**config.mk**
```make
export PLATFORM = sky130hd
export DESIGN_NAME = midi_note_parser_flat
export DESIGN_NICKNAME = d
export VERILOG_FILES = /design/src/rtl/midi_note_parser_if.sv /design/src/rtl/midi_note_parser.sv /design/src/flat_wrapper.sv
export SDC_FILE = /design/constraint.sdc
export NUM_CORES = 1
export LEC_CHECK = 0
export ABC_AREA = 0
export CAP_MARGIN = 20
export CORE_UTILIZATION = 44
export CTS_CLUSTER_SIZE = 8
export DETAILED_ROUTE_END_ITERATION = 10
export GPL_TIMING_DRIVEN = 0
export MAX_ROUTING_LAYER = met4
export PLACE_DENSITY = 0.71
export SYNTH_ARGS = -nofsm -noshare
export SYNTH_HDL_FRONTEND = slang
export SYNTH_SLANG_ARGS = --single-unit
```
**constraint.sdc**
```tcl
create_clock -name gClock -period 5.55 [get_ports gClock]
set_input_delay 1.11 -clock gClock [delete_from_list [all_inputs] [get_ports gClock]]
set_output_delay 1.11 -clock gClock [all_outputs]
set_load 0.03 [all_outputs]
```
**src/rtl/midi_note_parser_if.sv**
```systemverilog
// Message stream between the MIDI note parser and the pattern/light-control stage.
// The parser drives the head-of-FIFO fields and valid; the consumer drives ready.
interface midi_note_parser_if;
  logic [7:0] oMsgStatus;
  logic [7:0] oMsgNote;
  logic [7:0] oMsgVelocity;
  logic       oMsgValid;
  logic       iMsgReady;

  modport master (
    output oMsgStatus,
    output oMsgNote,
    output oMsgVelocity,
    output oMsgValid,
    input  iMsgReady
  );

  modport slave (
    input  oMsgStatus,
    input  oMsgNote,
    input  oMsgVelocity,
    input  oMsgValid,
    output iMsgReady
  );
endinterface

```
**src/rtl/midi_note_parser.sv**
```systemverilog
// MIDI note parser: turns the raw UART byte stream into Note-On/Note-Off messages,
// honouring running status and realtime bytes, and queues them in a small FIFO
// whose head is presented as registered outputs with a valid/ready handshake.
module midi_note_parser #(
  parameter int          pDepthBits   = 2,
  parameter logic [15:0] pChannelMask = 16'hFFFF,
  parameter bit          pVel0IsOff   = 1'b1
) (
  input  logic               gClock,
  input  logic               gReset,
  input  logic [7:0]         iByte,
  input  logic               iByteValid,
  midi_note_parser_if.master msg,
  output logic               oOverflow,
  output logic               oRunning
);

  localparam int                  cDepth    = 1 << pDepthBits;
  localparam logic [pDepthBits:0] cDepthCnt = (pDepthBits + 1)'(cDepth);
  localparam logic [pDepthBits:0] cOne      = (pDepthBits + 1)'(1);

  typedef enum logic [1:0] {IDLE, DATA1, DATA2, SKIP} state_t;

  state_t     rState;
  logic [7:0] rRun;
  logic [7:0] rNote;

  // Byte classification; realtime bytes (F8-FF) are invisible to the parser.
  logic isRealtime;
  logic isStatus;
  logic isData;
  logic isNoteStatus;
  logic chanOk;

  assign isRealtime   = (iByte[7:3] == 5'b11111);
  assign isStatus     = iByteValid & iByte[7] & ~isRealtime;
  assign isData       = iByteValid & ~iByte[7];
  assign isNoteStatus = (iByte[7:5] == 3'b100);
  assign chanOk       = pChannelMask[iByte[3:0]];

  // A message completes on the velocity byte; Note-On with velocity 0 may be rewritten as Note-Off.
  logic        msgPush;
  logic [7:0]  pushStatus;
  logic [23:0] pushData;

  assign msgPush    = isData & (rState == DATA2);
  assign pushStatus = (pVel0IsOff && rRun[7:4] == 4'h9 && iByte == 8'h00) ? {4'h8, rRun[3:0]} : rRun;
  assign pushData   = {pushStatus, rNote, iByte};

  // Parser FSM: status bytes always restart or abort; data bytes advance only in DATA1/DATA2.
  always_ff @(posedge gClock or negedge gReset) begin
    if (!gReset) begin
      rState   <= IDLE;
      rRun     <= 8'h00;
      rNote    <= 8'h00;
      oRunning <= 1'b0;
    end else if (isStatus) begin
      if (isNoteStatus && chanOk) begin
        rRun     <= iByte;
        oRunning <= 1'b1;
        rState   <= DATA1;
      end else begin
        rRun     <= 8'h00;
        oRunning <= 1'b0;
        rState   <= SKIP;
      end
    end else if (isData) begin
      case (rState)
        DATA1:   begin
          rNote  <= iByte;
          rState <= DATA2;
        end
        DATA2:   rState <= DATA1;
        default: rState <= rState;
      endcase
    end
  end

  // FIFO bookkeeping; pointers carry one extra bit so full and empty are distinguishable.
  logic [23:0]         rMem [cDepth];
  logic [pDepthBits:0] rWrPtr;
  logic [pDepthBits:0] rRdPtr;
  logic [pDepthBits:0] count;
  logic [pDepthBits:0] nextRd;
  logic                full;
  logic                pop;
  logic                doPush;

  assign count  = rWrPtr - rRdPtr;
  assign nextRd = rRdPtr + cOne;
  assign full   = (count == cDepthCnt);
  assign pop    = msg.oMsgValid & msg.iMsgReady;
  assign doPush = msgPush & (~full | pop);

  // Storage array; a simultaneous pop frees the head slot, so a full FIFO can still accept.
  always_ff @(posedge gClock) begin
    if (doPush) begin
      rMem[rWrPtr[pDepthBits-1:0]] <= pushData;
    end
  end

  // Pointers, sticky overflow and the registered head-of-FIFO outputs.
  always_ff @(posedge gClock or negedge gReset) begin
    if (!gReset) begin
      rWrPtr           <= '0;
      rRdPtr           <= '0;
      oOverflow        <= 1'b0;
      msg.oMsgValid    <= 1'b0;
      msg.oMsgStatus   <= 8'h00;
      msg.oMsgNote     <= 8'h00;
      msg.oMsgVelocity <= 8'h00;
    end else begin
      if (doPush) begin
        rWrPtr <= rWrPtr + cOne;
      end
      if (pop) begin
        rRdPtr <= nextRd;
      end
      if (msgPush && full && !pop) begin
        oOverflow <= 1'b1;
      end
      if (pop) begin
        if (count > cOne) begin
          {msg.oMsgStatus, msg.oMsgNote, msg.oMsgVelocity} <= rMem[nextRd[pDepthBits-1:0]];
          msg.oMsgValid <= 1'b1;
        end else if (doPush) begin
          {msg.oMsgStatus, msg.oMsgNote, msg.oMsgVelocity} <= pushData;
          msg.oMsgValid <= 1'b1;
        end else begin
          {msg.oMsgStatus, msg.oMsgNote, msg.oMsgVelocity} <= 24'h000000;
          msg.oMsgValid <= 1'b0;
        end
      end else if (!msg.oMsgValid && doPush) begin
        {msg.oMsgStatus, msg.oMsgNote, msg.oMsgVelocity} <= pushData;
        msg.oMsgValid <= 1'b1;
      end
    end
  end

endmodule

```
**src/flat_wrapper.sv**
```systemverilog
// flat-port wrapper written by rule: the top's interface ports become plain ports
module midi_note_parser_flat 
#(
  parameter int          pDepthBits   = 2,
  parameter logic [15:0] pChannelMask = 16'hFFFF,
  parameter bit          pVel0IsOff   = 1'b1
)
  (gClock, gReset, iByte, iByteValid, oOverflow, oRunning, msg_oMsgStatus, msg_oMsgNote, msg_oMsgVelocity, msg_oMsgValid, msg_iMsgReady);
  midi_note_parser_if msg_i ();
  input  logic gClock;
  input  logic gReset;
  input  logic [7:0] iByte;
  input  logic iByteValid;
  output logic oOverflow;
  output logic oRunning;
  output wire logic [$bits(msg_i.oMsgStatus)-1:0] msg_oMsgStatus;
  output wire logic [$bits(msg_i.oMsgNote)-1:0] msg_oMsgNote;
  output wire logic [$bits(msg_i.oMsgVelocity)-1:0] msg_oMsgVelocity;
  output wire logic [$bits(msg_i.oMsgValid)-1:0] msg_oMsgValid;
  input wire logic [$bits(msg_i.iMsgReady)-1:0] msg_iMsgReady;
  assign msg_oMsgStatus = msg_i.oMsgStatus;
  assign msg_oMsgNote = msg_i.oMsgNote;
  assign msg_oMsgVelocity = msg_i.oMsgVelocity;
  assign msg_oMsgValid = msg_i.oMsgValid;
  assign msg_i.iMsgReady = msg_iMsgReady;
  midi_note_parser #(.pDepthBits(pDepthBits), .pChannelMask(pChannelMask), .pVel0IsOff(pVel0IsOff)) u_core (.gClock(gClock), .gReset(gReset), .iByte(iByte), .iByteValid(iByteValid), .msg(msg_i), .oOverflow(oOverflow), .oRunning(oRunning));
endmodule
```
==> metrics, run 1 <==
Initial Util a little under half; routed wire length roughly 12000 um; CTS tree yes; Final Skew around 15 ps; H-tree depth 4; Area contributors post-synth edfxtp_1, dfrtp_1, mux4_2, a221o_1, nor2b_1; CTS Sinks 146; final worst-path cycle share between 60% and 70%; root buf cell clkbuf_16; wire length per cell around 21 um; crit path max-delay cell type and2_1; CP startpoint kind input port; I/O pin total 39; Post-Syn Area between 5000 and 6000 um2; Core Region between 10000 and 15000 um2; Routed Antenna Nets 0; final hold viol count 0; CTS Hold Buffers Added 0; Die W 117 um; drt first pass iters 4; crit-path cells clkdlybuf4s50_1, clkbuf_1, nand3b_1, a31oi_2, and2_1, buf_16; proportion of layout cells with a drive suffix above 1 approximately 20%; DRC viols 0; clk slew on worst S/H paths about 60 ps; dominant cell type by area after synthesis edfxtp_1; Synth cell types slightly above 40; crit-path max cell delay around 770 ps; IO buf count 38; Hold Path Origin u_core.rRdPtr[2]; setup_tns 0 ps; DR vias ~3100; Synth-to-Final Area Change 22.9%; MaxCap Viol Count 0; largest net degree at the start of global routing 30; Tmin final 3420 ps; Critical Path AT 3540 ps; worst skew pair latency between 400 and 500 ps; nets@finish around 410; first-pass GRT wire length around 18000 um; #FFs+latches synth about 150; Least-Margin Pin Slew roughly 890 ps; hold_ws slightly below 500 ps; maximum clock frequency 292 MHz; Slew Viols, Final 0; worst setup path startpoint iByte[7]; Req. time, crit path approximately 5700 ps; vias in the first global route about 3200; initial drt markers 230; Syn Nets 345; post-synth top area share 49.6%; most frequent cells in the layout edfxtp_1, dfrtp_1, clkdlybuf4s50_1, mux4_2, a221o_1; commonest non-fill, non-tap cell in the layout edfxtp_1; DP HPWL around 7400 um; Worst Path Max Fanout 14; RSZ-0062 raised after global routing false; die area ~14000 um2; CP Capture Type flop; WS Path Type in2reg; reg2reg start u_core.rWrPtr[0]; Placement Rows 41; Power Dens Cells 558 nW/um2; register area share after synthesis slightly above 70%; PostCTS Resize Cnt 0; Diodes inserted 0; vias per cell around 5.5; Worst Hold Class reg2reg; syn_area_per_cell approximately 18 um2; status complete, no violations; GP Congestion roughly 0.75; Ys Warns 0; Max clock buf depth 2; worst vdd ir 258 uV; Pleak between 2 and 3 nW; max-slew headroom at the worst pin ~40%; initial antenna violation count 0; Synth Instances between 300 and 400; Num CTS Buffers 17; GRT overflow 0; setup bufs post-CTS 0; die height roughly 120 um; final setup fails 0; final core utilization 56.0%; setup slack, reg-to-reg roughly 2400 ps; gr usage total 19.8%
-- cell type report --
type | instances | area, um2
Multi-Input combinational cell | 147 | 1540
Inverter | 14 | 52.6
Sequential cell | 146 | 4130
Fill cell | 971 | 5630
Buffer | 17 | 92.6
Timing Repair Buffer | 43 | 468
Tap cell | 172 | 215
Clock buffer | 21 | 440
Clock inverter | 11 | 209
-- through the flow --
step                power (mW)  worst slack (ps)  cells  instance area, um2
floorplan                 2.35              2670    324                5810
global placement          2.71              1450    534                6410
detailed placement        2.76              1680    539                6500
CTS                       4.02              2090    571                7150
global route              4.17              1970    571                7150
finish                    3.99              2130    571                7150
-- cell families (layout without fill, tap and decap cells) --
logic type	after synthesis	after routing	synth area share (%)
AO/OA/AOI/OAI	42	42	6.50
XOR/XNOR	5	5	1.03
adder cells (fa/ha/maj)	9	9	2.07
buffers and inverters	31	106	2.50
flip-flops	146	146	71.1
multiplexers	33	33	11.0
AND/OR/NAND/NOR	58	58	5.77
-- critical path, delay by kind of cell --
kind / cells / cell delay, ps
and+or+nand+nor: 2 / 1080
AOI/OAI and AO/OA: 1 / 380
buffers and inverters: 3 / 950
-- layer usage --
layer | up-vias | global-route usage, % | part of all wire [%]
met5 | - | - | 0
met4 | 0 | 6.16 | 1.0
met3 | 13 | 4.27 | 3.4
met2 | 92 | 30.4 | 51
met1 | 1640 | 26.5 | 45
li1 | 1392 | - | -
-- power by group --
group | switching [mW] | total (mW) | internal, mW
clock | 0.421 | 1.26 | 0.840
sequential | 0.137 | 1.49 | 1.36
combinational | 0.642 | 1.23 | 0.593
-- final timing paths --
path	to	cells after the start
worst min register to register	u_core.rRdPtr[2]	1
worst max-delay path	u_core.rMem[3][20]	6
min in group asynchronous	u_core.msg.oMsgNote[4]	1
worst min-delay path	u_core.rRdPtr[2]	1
max in group asynchronous	u_core.rRun[4]	2
worst max register to register	u_core.rMem[3][20]	7
-- Yosys cell counts --
cell	instances
o21ai_0	7
buf_2	5
xor2_1	1
nand2b_1	2
o21a_1	1
mux4_2	24
o21ai_4	1
nand2_1	8
dfrtp_1	50
and2_1	7
a41oi_1	1
nor4_1	1
clkbuf_1	7
fa_1	1
buf_6	2
nor2_1	5
a41o_1	1
a21oi_2	1
a21oi_1	1
a22o_1	1
and2b_1	2
nand4_1	5
edfxtp_1	96
ha_1	8
nor2b_1	22
buf_1	1
xnor2_1	3
nor2_2	1
o2bb2ai_1	1
o31ai_1	1
a31oi_1	1
nor3_1	2
inv_1	14
a211oi_2	1
xor3_2	1
nand3b_1	2
buf_4	2
nor4b_1	1
a221o_1	23
a31oi_2	1
mux2_2	9
-- flip-flops by register name (all words and copies together), names as in the netlist --
signal / count
u_core.rWrPtr: 3
u_core.msg.oMsgVelocity: 8
u_core.rNote: 8
u_core.msg.oMsgStatus: 8
u_core.msg.oMsgValid: 1
u_core.oRunning: 1
u_core.rState: 2
u_core.rRun: 7
u_core.msg.oMsgNote: 8
u_core.oOverflow: 1
u_core.rMem: 96
u_core.rRdPtr: 3
Note: power is estimated with default switching activity, not from simulation.
==> inputs of run 2 (changes only) <==
==> constraint.sdc (replaced) <==
create_clock -name gClock -period 3.4 [get_ports gClock]
set_input_delay 0.68 -clock gClock [delete_from_list [all_inputs] [get_ports gClock]]
set_output_delay 0.68 -clock gClock [all_outputs]
set_load 0.03 [all_outputs]
==> results of run 2 <==
Same layout as run 1 (identical final DEF). Status: complete, no violations.
Among the figures that moved: setup slack after placement 1680 ps -> -40.5 ps; setup slack after layout 2130 ps -> 231 ps; hold slack 484 ps -> 262 ps; start point of the critical path iByte[7] -> u_core.rWrPtr[0]; register-to-register setup slack 2380 ps -> 230 ps; total power 3.99 mW -> 6.51 mW; worst IR drop on VDD 258 uV -> 421 uV
